## src/rtl/decryption_rx_if.sv

```systemverilog
// Ciphertext-in / plaintext-out bundle for decryption_rx.
// DECRYPTION_RX_DROP_CNT_EN adds the drop_cnt observation signal.
interface decryption_rx_if #(
   parameter int N = 8
);
   logic [N-1:0] din;
   logic         din_v;
   logic         sync;
   logic [N-1:0] dout;
   logic         dout_v;
   logic         dout_ready;
   logic         err;
`ifdef DECRYPTION_RX_DROP_CNT_EN
   logic [7:0]   drop_cnt;

   modport master (output din, din_v, sync, dout_ready,
                   input  dout, dout_v, err, drop_cnt);
   modport slave  (input  din, din_v, sync, dout_ready,
                   output dout, dout_v, err, drop_cnt);
`else
   modport master (output din, din_v, sync, dout_ready,
                   input  dout, dout_v, err);
   modport slave  (input  din, din_v, sync, dout_ready,
                   output dout, dout_v, err);
`endif
endinterface

```

## src/rtl/decryption_rx.sv

```systemverilog
// Rotating-key XOR + bit-permutation decryptor with a show-ahead output FIFO.
// Optional macro DECRYPTION_RX_DROP_CNT_EN adds a saturating dropped-word counter.
module decryption_rx #(
   parameter int         N          = 8,
   parameter logic [7:0] K1         = 8'h3E,
   parameter logic [7:0] K2         = 8'h49,
   parameter logic [7:0] K3         = 8'h7E,
   parameter int         FIFO_DEPTH = 4
) (
   input logic           clock,
   input logic           rst,
   decryption_rx_if.slave bus
);

   localparam int AW = $clog2(FIFO_DEPTH);

   localparam logic [0:0] ST_RUN = 1'b0;
   localparam logic [0:0] ST_ERR = 1'b1;

   logic [0:0]   r_state;
   logic [1:0]   r_keyIdx;
   logic [N-1:0] r_stage;
   logic         r_stageV;
   logic [AW:0]  r_wrPtr;
   logic [AW:0]  r_rdPtr;
   logic [N-1:0] r_mem [FIFO_DEPTH];

   logic [N-1:0] w_key;
   logic [N-1:0] w_x;
   logic [N-1:0] w_plain;
   logic         w_accept;
   logic         w_full;
   logic         w_empty;
   logic         w_pop;
   logic         w_push;
   logic         w_overflow;

   always_comb begin
      w_key = K1;
      case (r_keyIdx)
         2'd1:    w_key = K2;
         2'd2:    w_key = K3;
         default: w_key = K1;
      endcase
   end

   // Undo the upstream permutation after stripping the key.
   assign w_x     = bus.din ^ w_key;
   assign w_plain = {w_x[3], w_x[4], w_x[6], w_x[2], w_x[1], w_x[5], w_x[0], w_x[7]};

   assign w_accept   = bus.din_v && (r_state == ST_RUN) && !bus.sync;
   assign w_empty    = (r_wrPtr == r_rdPtr);
   assign w_full     = (r_wrPtr[AW] != r_rdPtr[AW]) && (r_wrPtr[AW-1:0] == r_rdPtr[AW-1:0]);
   assign w_pop      = !w_empty && bus.dout_ready;
   assign w_push     = r_stageV && (!w_full || w_pop);
   assign w_overflow = r_stageV && w_full && !w_pop && (r_state == ST_RUN);

   always_ff @(posedge clock or negedge rst) begin
      if (!rst) begin
         r_state  <= ST_RUN;
         r_keyIdx <= 2'd0;
         r_stage  <= '0;
         r_stageV <= 1'b0;
         r_wrPtr  <= '0;
         r_rdPtr  <= '0;
      end else if (bus.sync) begin
         r_state  <= ST_RUN;
         r_keyIdx <= 2'd0;
         r_stageV <= 1'b0;
         r_wrPtr  <= '0;
         r_rdPtr  <= '0;
      end else begin
         r_stageV <= w_accept;
         if (w_accept) begin
            r_stage  <= w_plain;
            r_keyIdx <= (r_keyIdx == 2'd2) ? 2'd0 : r_keyIdx + 2'd1;
         end
         if (w_push) begin
            r_wrPtr <= r_wrPtr + 1'b1;
         end
         if (w_pop) begin
            r_rdPtr <= r_rdPtr + 1'b1;
         end
         if (w_overflow) begin
            r_state <= ST_ERR;
         end
      end
   end

   always_ff @(posedge clock) begin
      if (w_push && !bus.sync) begin
         r_mem[r_wrPtr[AW-1:0]] <= r_stage;
      end
   end

   // Gate the head with empty so dout reads zero in reset and after a flush.
   assign bus.dout   = w_empty ? '0 : r_mem[r_rdPtr[AW-1:0]];
   assign bus.dout_v = !w_empty;
   assign bus.err    = (r_state == ST_ERR);

`ifdef DECRYPTION_RX_DROP_CNT_EN
   logic [7:0] r_dropCnt;

   always_ff @(posedge clock or negedge rst) begin
      if (!rst) begin
         r_dropCnt <= 8'd0;
      end else if (bus.sync) begin
         r_dropCnt <= 8'd0;
      end else if ((w_overflow || (bus.din_v && r_state == ST_ERR)) && r_dropCnt != 8'hFF) begin
         r_dropCnt <= r_dropCnt + 8'd1;
      end
   end

   assign bus.drop_cnt = r_dropCnt;
`endif

endmodule
```

## src/flat_wrapper.sv

```systemverilog
// flat-port wrapper written by rule: the top's interface ports become plain ports
module decryption_rx_flat 
#(
   parameter int         N          = 8,
   parameter logic [7:0] K1         = 8'h3E,
   parameter logic [7:0] K2         = 8'h49,
   parameter logic [7:0] K3         = 8'h7E,
   parameter int         FIFO_DEPTH = 4
)
  (clock, rst, bus_din, bus_din_v, bus_sync, bus_dout_ready, bus_dout, bus_dout_v, bus_err);
  decryption_rx_if #(.N(N)) bus_i ();
  input logic clock;
  input logic rst;
  input wire logic [$bits(bus_i.din)-1:0] bus_din;
  input wire logic [$bits(bus_i.din_v)-1:0] bus_din_v;
  input wire logic [$bits(bus_i.sync)-1:0] bus_sync;
  input wire logic [$bits(bus_i.dout_ready)-1:0] bus_dout_ready;
  output wire logic [$bits(bus_i.dout)-1:0] bus_dout;
  output wire logic [$bits(bus_i.dout_v)-1:0] bus_dout_v;
  output wire logic [$bits(bus_i.err)-1:0] bus_err;
  assign bus_i.din = bus_din;
  assign bus_i.din_v = bus_din_v;
  assign bus_i.sync = bus_sync;
  assign bus_i.dout_ready = bus_dout_ready;
  assign bus_dout = bus_i.dout;
  assign bus_dout_v = bus_i.dout_v;
  assign bus_err = bus_i.err;
  decryption_rx #(.N(N), .K1(K1), .K2(K2), .K3(K3), .FIFO_DEPTH(FIFO_DEPTH)) u_core (.clock(clock), .rst(rst), .bus(bus_i));
endmodule
```

## config.mk

```make
export PLATFORM = sky130hd
export DESIGN_NAME = decryption_rx_flat
export DESIGN_NICKNAME = d
export VERILOG_FILES = /design/src/rtl/decryption_rx_if.sv /design/src/rtl/decryption_rx.sv /design/src/flat_wrapper.sv
export SDC_FILE = /design/constraint.sdc
export NUM_CORES = 1
export LEC_CHECK = 0
export ABC_AREA = 1
export BUFFER_PORTS_ARGS = -buffer_cell sky130_fd_sc_hd__buf_2
export CELL_PAD_IN_SITES_DETAIL_PLACEMENT = 1
export CELL_PAD_IN_SITES_GLOBAL_PLACEMENT = 2
export CORE_ASPECT_RATIO = 1.4
export CORE_MARGIN = 4
export CORE_UTILIZATION = 41
export CTS_CLUSTER_SIZE = 25
export DETAILED_ROUTE_END_ITERATION = 7
export GPL_TIMING_DRIVEN = 1
export HOLD_SLACK_MARGIN = 0.03
export PLACE_DENSITY_LB_ADDON = 0.1
export SETUP_SLACK_MARGIN = 0.4
export SLEW_MARGIN = 20
export SYNTH_ARGS = -nofsm -noshare
export SYNTH_HDL_FRONTEND = slang
export SYNTH_SLANG_ARGS = --single-unit
export TNS_END_PERCENT = 100
```

## constraint.sdc

```tcl
create_clock -name clock -period 4.4 [get_ports clock]
set_input_delay 0.66 -clock clock [delete_from_list [all_inputs] [get_ports clock]]
set_output_delay 0.66 -clock clock [all_outputs]
set_load 0.1 [all_outputs]
```

==> impl_metrics.sql <==
INSERT INTO impl_metrics (metric_group, metric, value, unit) VALUES
('routing', 'routed_via_density', '5.11', ''),
('die', 'die_w', '70.5', 'um'),
('pwr', 'p_sw_share', '31.8', '%'),
('place', 'placed_cell_area', '0.00238', 'mm2'),
('pwr', 'power_frac_seq', '51.6', '%'),
('critical_path', 'timing.critical_path.arrival', '2230', 'ps'),
('grt', 'globalRouteTotalUtil', '15.6', '%'),
('timing', 'max_slew_margin', '40.3', '%'),
('routing', 'postRouteWirelength', '4770', 'um'),
('clocking', 'cts-buffers-inserted', '5', ''),
('critical_path', 'crit_path_end_kind', 'primary output', ''),
('clocking', 'cts.clk_slew.worst_paths', '90', 'ps'),
('pwr', 'worst_ir_drop_vdd', '0.196', 'mV'),
('critical_path', 'crit_chain', 'inv_4, nand2_1, nand2_2, nor2_4, nand2_2, nand2_1, inv_1, buf_2', ''),
('routing', 'firstDrtPassIters', '4', ''),
('routing', 'routedWlPerCell', '16.0', 'um'),
('timing', 'hold_viol', '0', ''),
('clocking', 'clock_root_buffer', 'sky130_fd_sc_hd__clkbuf_8', ''),
('die', 'placement_rows', '31', ''),
('clocking', 'htreeDepth', '2', ''),
('synth', 'synth.net_count', '230', ''),
('pwr', 'clock_power_share', '29.2', '%'),
('finish', 'finalNetCount', '251', ''),
('die', 'start_util', '42.8', '%'),
('synth', 'post_synthesis_instance_area', '0.00224', 'mm2'),
('synth', 'yosysTopAreaCell', 'sky130_fd_sc_hd__edfxtp_1', ''),
('timing', 'rsz0062_at_grt', 'false', ''),
('critical_path', 'critical-path-max-stage-delay', '620', 'ps'),
('pwr', 'power_density', '438', 'mW/mm2'),
('critical_path', 'critical_path.slowest_cell', 'sky130_fd_sc_hd__dfrtp_1', ''),
('routing', 'drt_iter0_drc', '78', ''),
('synth', 'postSynthCellCount', '209', ''),
('critical_path', 'worst_setup_path_start_kind', 'register', ''),
('die', 'design.core.area', '0.00524', 'mm2'),
('synth', 'async_flop_share', '36.0', '%'),
('finish', 'finalInstanceArea', '0.00249', 'mm2'),
('routing', 'drc', '0', ''),
('grt', 'grt_pass1_vias', '1607', ''),
('synth', 'syn_avg_cell_area', '10.7', 'um2'),
('synth', 'ys_types', '22', ''),
('pwr', 'comb_power_share', '19.2', '%'),
('synth', 'synth_seq_cells', '50', ''),
('critical_path', 'category_of_the_critical_setup_timing_path', 'register to primary output', ''),
('place', 'post-place-cells', '289', ''),
('clocking', 'tritoncts_num_sinks', '50', ''),
('clocking', 'clock_tree.buffer_depth', '2', ''),
('die', 'die-area', '0.00673', 'mm2'),
('routing', 'vias', '1519', ''),
('synth', 'synth_top_flop_cell', 'sky130_fd_sc_hd__edfxtp_1', ''),
('finish', 'finish.cell_count_without_fillers', '297', ''),
('critical_path', 'crit_fanout', '20', ''),
('flow_run', 'maxCapViolCount', '0', ''),
('timing', 'skew', '3.40', 'ps'),
('grt', 'grt-ovfl-total', '0', ''),
('critical_path', 'cp.required', '3740', 'ps'),
('grt', 'grt_antenna_before_repair', '0', ''),
('synth', 'synthTopCellsByArea', 'sky130_fd_sc_hd__edfxtp_1, sky130_fd_sc_hd__dfrtp_1, sky130_fd_sc_hd__nand2_1, sky130_fd_sc_hd__o21ai_0, sky130_fd_sc_hd__ha_1', ''),
('timing', 'max_slew.worst_pin.slew', '893', 'ps'),
('pwr', 'total_power', '1.09', 'mW'),
('finish', 'antennaDiodeCount', '0', ''),
('place', 'place_hpwl', '3480', 'um'),
('finish', 'drive_above_1_share', '17.7', '%'),
('synth', 'number_of_warnings_issued_by_yosys', '0', ''),
('pwr', 'intPower', '0.745', 'mW'),
('routing', 'detail-route-antenna-nets', '0', ''),
('timing', 'fin_crit_sh', '65.8', '%'),
('run_status', 'outcome', 'complete, no violations', ''),
('timing', 'setup_tns', '0', 'ps'),
('timing', 'maxClockFrequency', '0.346', 'GHz'),
('timing', 'minimum_period_implied_by_the_final_worst_setup_slack', '2890', 'ps'),
('grt', 'grt_pass1_wl', '8100', 'um');
## cells in the mapped netlist (all sizes together), types with 2 or more instances
| library cell | number |
|---|---|
| xor2 | 6 |
| nor2 | 22 |
| edfxtp | 32 |
| nand2 | 41 |
| xnor2 | 2 |
| dfrtp | 18 |
| o22ai | 8 |
| buf | 7 |
| o21ai | 25 |
| inv | 23 |
| ha | 8 |
| nand4 | 6 |
| nand3 | 9 |
## path summary, 6_finish.rpt
kind	start	end	slack, ps	cells after the start
worst max-delay path	u_core.r_rdPtr[0]$_DFFE_PN0P_	bus_dout[3]	1510	8
min in group clock	bus_sync	u_core.bus.err$_DFFE_PN0P_	520	2
worst min register to register	u_core.r_stage[3]$_DFFE_PN0P_	u_core.r_mem[0][3]$_DFFE_PP_	550	0
max in group asynchronous	rst	u_core.r_stage[5]$_DFFE_PN0P_	3810	1
worst min-delay path	rst	u_core.r_rdPtr[0]$_DFFE_PN0P_	290	1
worst max register to register	u_core.r_rdPtr[0]$_DFFE_PN0P_	u_core.r_mem[3][4]$_DFFE_PP_	1910	7
## critical path, delay by kind of cell (launching register included)
family	cells	cell delay, ps
buf+inv	3	760
flops	1	620
simple gates	5	550
## power groups by stage
stage / Sequential [mW] / Clock, mW / Combinational [mW]
6_report: 0.564 / 0.319 / 0.209
5_1_grt: 0.570 / 0.354 / 0.228
4_1_cts: 0.565 / 0.331 / 0.213
3_5_place_dp: 0.575 / 0 / 0.212
3_3_place_gp: 0.571 / 0 / 0.206
2_1_floorplan: 0.558 / 0 / 0.184
## per-layer routing
metal	GRT usage, %	part of all wire (%)	up-vias
li1	-	-	739
met1	19.6	44	748
met2	27.0	50	27
met3	2.74	3.8	5
met4	5.75	1.8	0
met5	0	0	-
## layout by cell type (no fill, tap or decap), drive strengths merged, types with 5 or more instances in the layout
master / count
buf: 22
clkbuf: 5
dfrtp: 18
edfxtp: 32
ha: 8
inv: 23
nand2: 41
nand3: 9
nand4: 6
nor2: 22
o21ai: 25
o22ai: 8
xor2: 6
## state kept, by name, summed over array words and instances, names as in the netlist
name             count
u_core.r_rdPtr       3
u_core.r_stage       8
u_core.r_mem        32
u_core.bus.err       1
u_core.r_wrPtr       3
u_core.r_stageV      1
u_core.r_keyIdx      2
## logic make-up after synthesis
logic type / Yosys count / share of synthesized area, %
AND/OR/NAND/NOR: 78 / 15.1
flip-flops: 50 / 62.9
AO/OA/AOI/OAI: 34 / 8.04
buffers and inverters: 31 / 6.31
XOR/XNOR: 8 / 3.13
adder cells (fa/ha/maj): 8 / 4.46
## cell type report
type / instances / area, um2
flip-flops and latches: 50 / 1410
clock buffers: 5 / 68.8
repair buffers: 22 / 110
well taps: 66 / 82.6
multi-input cells: 128 / 689
clock inverters: 3 / 40.0
fillers: 613 / 2750
inverters: 23 / 88.8
## per-stage QoR
stage	utilization, %	hold slack, ps	worst slack (ps)
detailed placement	45.5	524	1790
global route	47.6	307	1290
global placement	45.5	497	1890
CTS	47.6	294	1440
finish	47.6	293	1510
floorplan	-	364	2000
(Power assumes the default switching activity.)
